File: src/rtl/noc_pkg.sv
// Shared types and helpers for the spiking-neuron NoC mesh router.
// Port indices, direction enum, flit field access and XY routing.
package noc_pkg;

  localparam int N_PORTS = 5;
  localparam int P_L = 0;
  localparam int P_N = 1;
  localparam int P_E = 2;
  localparam int P_S = 3;
  localparam int P_W = 4;

  typedef enum logic [2:0] {
    DIR_L = 3'd0,
    DIR_N = 3'd1,
    DIR_E = 3'd2,
    DIR_S = 3'd3,
    DIR_W = 3'd4
  } dir_e;

  localparam int FLIT_MAX_W = 64;
  typedef logic [FLIT_MAX_W-1:0] flit_ext_t;

  function automatic flit_ext_t flit_field(
    flit_ext_t f,
    int        lsb,
    int        w
  );
    flit_ext_t m;
    m = (flit_ext_t'(1) << w) - flit_ext_t'(1);
    return (f >> lsb) & m;
  endfunction

  function automatic int flit_dst_x(
    flit_ext_t f,
    int        coord_w,
    int        payload_w
  );
    return int'(flit_field(f, coord_w + payload_w, coord_w));
  endfunction

  function automatic int flit_dst_y(
    flit_ext_t f,
    int        coord_w,
    int        payload_w
  );
    return int'(flit_field(f, payload_w, coord_w));
  endfunction

  function automatic flit_ext_t flit_payload(
    flit_ext_t f,
    int        payload_w
  );
    return flit_field(f, 0, payload_w);
  endfunction

  // Column is resolved before row.
  function automatic dir_e xy_route(
    int dst_x,
    int dst_y,
    int x_id,
    int y_id
  );
    if (dst_y > y_id) return DIR_E;
    if (dst_y < y_id) return DIR_W;
    if (dst_x > x_id) return DIR_S;
    if (dst_x < x_id) return DIR_N;
    return DIR_L;
  endfunction

endpackage

File: src/rtl/noc_in_fifo.sv
// Per-input flit FIFO for the mesh router.
// Full/empty come from the registered count only; no bypass path.
module noc_in_fifo #(
  parameter int FLIT_W     = 16,
  parameter int FIFO_DEPTH = 4
) (
  input  logic              clk,
  input  logic              rst,
  input  logic              push,
  input  logic              pop,
  input  logic [FLIT_W-1:0] din,
  output logic [FLIT_W-1:0] head,
  output logic              full,
  output logic              empty
);

  localparam int AW = $clog2(FIFO_DEPTH);

  logic [FLIT_W-1:0] mem [FIFO_DEPTH];
  logic [AW-1:0]     rd_q;
  logic [AW-1:0]     wr_q;
  logic [AW:0]       cnt_q;
  logic              do_push;
  logic              do_pop;

  assign full    = (cnt_q == (AW+1)'(FIFO_DEPTH));
  assign empty   = (cnt_q == '0);
  assign do_push = push && !full;
  assign do_pop  = pop && !empty;
  assign head    = mem[rd_q];

  always_ff @(posedge clk or posedge rst) begin
    if (rst) begin
      rd_q  <= '0;
      wr_q  <= '0;
      cnt_q <= '0;
    end else begin
      if (do_push) wr_q <= wr_q + AW'(1);
      if (do_pop)  rd_q <= rd_q + AW'(1);
      cnt_q <= cnt_q + (AW+1)'(do_push)
                     - (AW+1)'(do_pop);
    end
  end

  always_ff @(posedge clk) begin
    if (do_push) mem[wr_q] <= din;
  end

endmodule

File: src/rtl/mesh_router.sv
// Five-port XY mesh router with per-input FIFOs, round-robin
// output arbitration and a saturating drop counter.
module mesh_router
  import noc_pkg::*;
#(
  parameter int X_ID       = 1,
  parameter int Y_ID       = 1,
  parameter int COORD_W    = 4,
  parameter int PAYLOAD_W  = 8,
  parameter int FIFO_DEPTH = 4
) (
  input  logic rt_clk,
  input  logic rt_reset,
  input  logic [2*COORD_W+PAYLOAD_W-1:0] north_in,
  input  logic [2*COORD_W+PAYLOAD_W-1:0] south_in,
  input  logic [2*COORD_W+PAYLOAD_W-1:0] east_in,
  input  logic [2*COORD_W+PAYLOAD_W-1:0] west_in,
  input  logic [2*COORD_W+PAYLOAD_W-1:0] local_in,
  input  logic write_en_north,
  input  logic write_en_south,
  input  logic write_en_east,
  input  logic write_en_west,
  input  logic write_en_local,
  output logic north_full,
  output logic south_full,
  output logic east_full,
  output logic west_full,
  output logic local_full,
  output logic [2*COORD_W+PAYLOAD_W-1:0] north_out,
  output logic [2*COORD_W+PAYLOAD_W-1:0] south_out,
  output logic [2*COORD_W+PAYLOAD_W-1:0] east_out,
  output logic [2*COORD_W+PAYLOAD_W-1:0] west_out,
  output logic [2*COORD_W+PAYLOAD_W-1:0] local_out,
  output logic write_req_north,
  output logic write_req_south,
  output logic write_req_east,
  output logic write_req_west,
  output logic write_req_local,
  input  logic north_neighbor_full,
  input  logic south_neighbor_full,
  input  logic east_neighbor_full,
  input  logic west_neighbor_full,
  input  logic local_neighbor_full,
  output logic [7:0] drop_cnt
);

  localparam int FLIT_W = 2*COORD_W+PAYLOAD_W;

  logic [FLIT_W-1:0]  in_f   [N_PORTS];
  logic [FLIT_W-1:0]  head   [N_PORTS];
  logic [FLIT_W-1:0]  out_f  [N_PORTS];
  logic [FLIT_W-1:0]  last_q [N_PORTS];
  dir_e               route  [N_PORTS];
  logic [2:0]         ptr_q  [N_PORTS];
  logic [2:0]         gnt_idx[N_PORTS];
  logic [N_PORTS-1:0] wr_en;
  logic [N_PORTS-1:0] nb_full;
  logic [N_PORTS-1:0] f_full;
  logic [N_PORTS-1:0] f_empty;
  logic [N_PORTS-1:0] push;
  logic [N_PORTS-1:0] pop;
  logic [N_PORTS-1:0] misroute;
  logic [N_PORTS-1:0] ovf;
  logic [N_PORTS-1:0] gnt_v;
  logic [3:0]         drop_inc;
  logic [8:0]         drop_sum;
  logic [7:0]         drop_q;

  assign in_f[P_L] = local_in;
  assign in_f[P_N] = north_in;
  assign in_f[P_E] = east_in;
  assign in_f[P_S] = south_in;
  assign in_f[P_W] = west_in;

  assign wr_en = {write_en_west, write_en_south,
                  write_en_east, write_en_north,
                  write_en_local};

  assign nb_full = {west_neighbor_full,
                    south_neighbor_full,
                    east_neighbor_full,
                    north_neighbor_full,
                    local_neighbor_full};

  for (genvar i = 0; i < N_PORTS; i++) begin : g_in
    noc_in_fifo #(
      .FLIT_W    (FLIT_W),
      .FIFO_DEPTH(FIFO_DEPTH)
    ) u_fifo (
      .clk  (rt_clk),
      .rst  (rt_reset),
      .push (push[i]),
      .pop  (pop[i]),
      .din  (in_f[i]),
      .head (head[i]),
      .full (f_full[i]),
      .empty(f_empty[i])
    );

    assign route[i] = xy_route(
      flit_dst_x(flit_ext_t'(head[i]), COORD_W, PAYLOAD_W),
      flit_dst_y(flit_ext_t'(head[i]), COORD_W, PAYLOAD_W),
      X_ID, Y_ID);

    // A flit heading back where it came from is discarded.
    assign misroute[i] = !f_empty[i] && (i != P_L)
                         && (route[i] == dir_e'(i));
    assign push[i] = wr_en[i] && !f_full[i];
    assign ovf[i]  = wr_en[i] && f_full[i];
  end

  always_comb begin
    int c;
    c     = 0;
    gnt_v = '0;
    for (int o = 0; o < N_PORTS; o++) begin
      gnt_idx[o] = '0;
      for (int k = 0; k < N_PORTS; k++) begin
        c = (int'(ptr_q[o]) + k) % N_PORTS;
        if (!gnt_v[o] && !nb_full[o] && !f_empty[c]
            && !misroute[c] && route[c] == dir_e'(o)) begin
          gnt_v[o]   = 1'b1;
          gnt_idx[o] = 3'(c);
        end
      end
    end
  end

  always_comb begin
    pop = misroute;
    for (int o = 0; o < N_PORTS; o++) begin
      if (gnt_v[o]) pop[gnt_idx[o]] = 1'b1;
    end
  end

  always_comb begin
    for (int o = 0; o < N_PORTS; o++) begin
      out_f[o] = gnt_v[o] ? head[gnt_idx[o]] : last_q[o];
    end
  end

  always_comb begin
    drop_inc = '0;
    for (int i = 0; i < N_PORTS; i++) begin
      drop_inc = drop_inc + 4'(ovf[i]) + 4'(misroute[i]);
    end
    drop_sum = {1'b0, drop_q} + 9'(drop_inc);
  end

  always_ff @(posedge rt_clk or posedge rt_reset) begin
    if (rt_reset) begin
      drop_q <= '0;
      for (int o = 0; o < N_PORTS; o++) begin
        ptr_q[o]  <= '0;
        last_q[o] <= '0;
      end
    end else begin
      drop_q <= drop_sum[8] ? 8'hFF : drop_sum[7:0];
      for (int o = 0; o < N_PORTS; o++) begin
        if (gnt_v[o]) begin
          ptr_q[o]  <= (gnt_idx[o] == 3'd4) ? 3'd0
                       : gnt_idx[o] + 3'd1;
          last_q[o] <= head[gnt_idx[o]];
        end
      end
    end
  end

  assign drop_cnt = drop_q;

  assign local_full = f_full[P_L];
  assign north_full = f_full[P_N];
  assign east_full  = f_full[P_E];
  assign south_full = f_full[P_S];
  assign west_full  = f_full[P_W];

  assign local_out = out_f[P_L];
  assign north_out = out_f[P_N];
  assign east_out  = out_f[P_E];
  assign south_out = out_f[P_S];
  assign west_out  = out_f[P_W];

  assign write_req_local = gnt_v[P_L];
  assign write_req_north = gnt_v[P_N];
  assign write_req_east  = gnt_v[P_E];
  assign write_req_south = gnt_v[P_S];
  assign write_req_west  = gnt_v[P_W];

endmodule

File: config.mk
export PLATFORM = sky130hd
export DESIGN_NAME = mesh_router
export DESIGN_NICKNAME = d
export VERILOG_FILES = /design/src/rtl/noc_pkg.sv /design/src/rtl/noc_in_fifo.sv /design/src/rtl/mesh_router.sv
export SDC_FILE = /design/constraint.sdc
export NUM_CORES = 1
export LEC_CHECK = 0
export BUFFER_PORTS_ARGS = -buffer_cell sky130_fd_sc_hd__clkbuf_2
export CAP_MARGIN = 20
export CORE_ASPECT_RATIO = 1.2
export CORE_MARGIN = 2
export CORE_UTILIZATION = 35
export CTS_CLUSTER_SIZE = 28
export DETAILED_ROUTE_END_ITERATION = 6
export SLEW_MARGIN = 40
export SYNTH_ARGS = -nofsm -noshare
export SYNTH_HDL_FRONTEND = slang
export SYNTH_SLANG_ARGS = --single-unit
File: constraint.sdc
create_clock -name rt_clk -period 12.94 [get_ports rt_clk]
set_input_delay 2.588 -clock rt_clk [delete_from_list [all_inputs] [get_ports rt_clk]]
set_output_delay 2.588 -clock rt_clk [all_outputs]
set_load 0.02 [all_outputs]
==> flow_summary.toml <==
[synthesis]
post_synthesis_share_of_cell_area_spent_on_full_adders_half_adders_and_majority_gates_pct = 7.630
synthCells = 2403
postSynthNetCount = 2656
synth_async_sr_flop_share_pct = 30.13
dominantRegCellSynth = "sky130_fd_sc_hd__edfxtp_1"
number_of_enable_type_register_cells_in_the_synthesized_netlist = 320
yosys.area_share.simple_pct = 13.35
syn_area_um2 = 27580
yosys_register_bits = 458
yosys_warnings = 0
synth.area.mux_share_pct = 10.49
yosysUniqueCellTypes = 112
yosys.area_share.xor_xnor_pct = 2.436
post_synthesis_compound_gate_area_fraction_pct = 15.00
ys_seq_area_share_pct = 47.36
largest_family_of_logic_cells_by_synthesized_area = "compound AO/OA/AOI/OAI gates"
postSynthAreaPerCell_um2 = 11.48

[route]
detail_route.first_pass.iterations = 6
via_count = 20940
via_per_inst = 5.789
post-route-drc-count = 0
avgRoutedWirePerCell_um = 24.34
finalWirelength_um = 88070
dr.first_iter.drc_count = 1921
ant_nets = 0

[critical_path]
timing.critical_path.max_delay_family = "buffers and inverters"
crit_path_cell_trace = "inv_2 -> ha_1 -> inv_1 -> ha_1 -> inv_1 -> ha_1 -> nor3_1 -> nor2_1 -> xnor2_1 -> inv_1 -> ha_1 -> nor2b_1 -> o32a_1 -> mux2i_1 -> mux4_2 -> nand4b_1 -> mux2i_1 -> a22o_1 -> buf_4 -> clkinv_1 -> mux2_2 -> o21ai_0 -> o21ai_0 -> clkbuf_2"
critical_path.max_fanout = 21
worst_setup_sp_type = "register"
criticalPathCategory = "reg2out"
critPathArrivalTime_ps = 8170
path_common_cell = "sky130_fd_sc_hd__ha_1"
critical_path_buf_inv_count = 7
crit_slowest_cell = "sky130_fd_sc_hd__dfrtp_1"
reg2reg_setup_slack_ps = 4170
max_stage_delay_ps = 670
setup.worst_path.end_class = "primary output"
required_arrival_time_at_the_worst_endpoint_ps = 10350

[cells_and_area]
final_nets = 2808
post_route_cells_drive_above_1_share_pct = 19.07
relative_area_change_from_synthesis_to_final_layout_pct = 13.37

[global_routing]
remaining_global_route_overflow = 0
grt_max_degree = 55
initial_antenna_violation_count = 3
grt_usage_pct = 21.45
via_count_of_the_first_global_routing_pass = 20860
global_route_wire_length_before_repair_um = 132200

[timing]
period_minus_slack_ps = 10760
slew_headroom_pct = 41.78
rsz0062_at_grt = "false"
final_min_period_over_clock_period_pct = 83.16
worst-slew-pin-transition_ps = 865.9
finalSetupViolCount = 0
timing_hold_violations_final = 0
slew_violations = 0
worst_hold_slack_ps = 464.8
finalClockSkew_ps = 49.92
setup_tns_ps = 0
achievable-frequency_mhz = 92.93

[die]
core.rowCount = 112
initial_core_util_pct = 35.40
ioPinCount = 190
height_of_the_die_um = 311.5
fp.dieArea_um2 = 81070
design.core.area_um2 = 77910
die_w_um = 260.3

[clock_tree]
tritoncts = "yes"
clk_pin_slew_ps = 70
post-cts-setup-buffer-count = 0
htreeDepth = 2
cts_root_buf = "sky130_fd_sc_hd__clkbuf_16"
cts_hold_buffers = 0
insertion_delay_ps = 620
clock_sinks = 458
cts_inserted_buffers = 44
post_cts_resize_count = 0
cts_max_path_buffers = 3

[run]
drv.max_cap_violation_count = 0

[hold_path]
holdCritPathClass = "reg2reg"

[place]
place.detailed.hpwl_um = 66970
place.gp.congestion = 0.9263
io_port_bufs = 189

[status]
status = "finished clean"
==> metal layers <==
layer | track usage (%) | wire length [µm] | vias up
met2 | 35.87 | 42640 | 817
met4 | 11.34 | 5127 | 2
met5 | 0.3623 | 31 | -
met1 | 26.35 | 34710 | 10460
li1 | - | - | 9452
met3 | 3.620 | 5565 | 216
==> area by class of cell <==
class,instances,area [µm²]
Clock buffer,57,1221
Inverter,151,571.8
Fill cell,7415,46650
Multi-Input combinational cell,1683,13600
Sequential cell,458,13070
Timing Repair Buffer,217,1167
Tap cell,1026,1284
Antenna cell,2,5.005
Clock inverter,24,349.1
==> sequential cells by signal, summed over array words and instances (netlist names) <==
name / count
g_in.u_fifo.rd_q: 10
last_q: 80
g_in.u_fifo.mem: 320
g_in.u_fifo.wr_q: 10
drop_cnt: 8
g_in.u_fifo.cnt_q: 15
ptr_q: 15
==> path summary, 6_finish.rpt <==
path                                                            to                  from  depth (start not counted)
max in group asynchronous       g_in[0].u_fifo.rd_q[1]$_DFFE_PP0P_              rt_reset                          4
worst min register to register                last_q[56]$_DFF_PP0_  last_q[56]$_DFF_PP0_                          1
worst max-delay path                                   west_out[1]  ptr_q[0]$_DFFE_PP0N_                         24
worst min-delay path                          last_q[56]$_DFF_PP0_  last_q[56]$_DFF_PP0_                          1
min in group asynchronous                     last_q[62]$_DFF_PP0_              rt_reset                          2
worst max register to register   g_in[0].u_fifo.cnt_q[2]$_DFF_PP0_  ptr_q[3]$_DFFE_PP0N_                         24
==> per-stage QoR <==
step	util, %	setup WS, ps	instances	area, µm²
after floorplan	-	4699	2403	27580
after global placement	37.96	3048	3534	29570
after detailed placement	38.06	2974	3535	29660
after CTS	40.08	2259	3616	31230
after global routing	40.13	1629	3616	31260
final	40.13	2180	3618	31270
==> cells in the final DEF, fill, tap and decap left out, drive strengths merged, types with 36 or more instances in the layout <==
master | netlist | routed
dfrtp | 138 | 138
clkbuf | 73 | 246
mux2i | 66 | 66
nor3 | 61 | 61
a21oi | 75 | 75
o21ai | 112 | 112
and2 | 57 | 57
inv | 146 | 149
nor2 | 138 | 138
a211oi | 38 | 38
mux4 | 79 | 79
edfxtp | 320 | 320
nand2b | 38 | 38
mux2 | 40 | 40
nand3 | 41 | 41
nand2 | 156 | 156
xnor2 | 61 | 61
ha | 149 | 149
nor2b | 36 | 36
==> kinds of logic after synthesis <==
kind of cell / count (synthesis)
XOR/XNOR: 75
buffers and inverters: 262
AND/OR/NAND/NOR: 695
multiplexers: 185
AO/OA/AOI/OAI: 567
adder cells (fa/ha/maj): 161
flip-flops: 458
==> synthesized netlist by cell type (13+ instances only) <==
cell type / n / area share [%]
sky130_fd_sc_hd__o21ai_0: 89 / 1.6
sky130_fd_sc_hd__o22ai_1: 14 / 0.32
sky130_fd_sc_hd__o211ai_1: 24 / 0.65
sky130_fd_sc_hd__a211o_1: 15 / 0.48
sky130_fd_sc_hd__nor3_1: 59 / 1.1
sky130_fd_sc_hd__nor2_1: 138 / 1.9
sky130_fd_sc_hd__clkbuf_1: 72 / 0.98
sky130_fd_sc_hd__and2_1: 57 / 1.3
sky130_fd_sc_hd__nand2b_1: 38 / 0.86
sky130_fd_sc_hd__o21ai_1: 21 / 0.38
sky130_fd_sc_hd__and3_1: 20 / 0.45
sky130_fd_sc_hd__a22oi_1: 31 / 0.84
sky130_fd_sc_hd__a31oi_1: 24 / 0.54
sky130_fd_sc_hd__or4_1: 15 / 0.41
sky130_fd_sc_hd__a211oi_1: 36 / 0.98
sky130_fd_sc_hd__o31a_1: 15 / 0.48
sky130_fd_sc_hd__nor4_1: 23 / 0.52
sky130_fd_sc_hd__inv_1: 142 / 1.9
sky130_fd_sc_hd__o22a_1: 13 / 0.41
sky130_fd_sc_hd__o21a_1: 15 / 0.41
sky130_fd_sc_hd__nor2b_1: 36 / 0.82
sky130_fd_sc_hd__xnor2_1: 61 / 1.9
sky130_fd_sc_hd__a41oi_1: 13 / 0.41
sky130_fd_sc_hd__a21o_1: 16 / 0.44
sky130_fd_sc_hd__nand3_1: 40 / 0.73
sky130_fd_sc_hd__o2bb2ai_1: 13 / 0.41
sky130_fd_sc_hd__nand2_1: 156 / 2.1
sky130_fd_sc_hd__ha_1: 149 / 6.8
sky130_fd_sc_hd__mux2_2: 38 / 1.6
sky130_fd_sc_hd__mux2i_1: 66 / 2.4
sky130_fd_sc_hd__dfrtp_1: 138 / 13
sky130_fd_sc_hd__nor3b_1: 16 / 0.44
sky130_fd_sc_hd__mux4_2: 79 / 6.5
sky130_fd_sc_hd__edfxtp_1: 320 / 35
sky130_fd_sc_hd__buf_2: 24 / 0.44
sky130_fd_sc_hd__o31ai_1: 19 / 0.52
sky130_fd_sc_hd__or3_1: 26 / 0.59
sky130_fd_sc_hd__a221oi_1: 21 / 0.67
sky130_fd_sc_hd__a21oi_1: 75 / 1.4
Power is not shown: default switching activity piles up to over one toggle a cycle in this logic, so the estimate is an artifact.
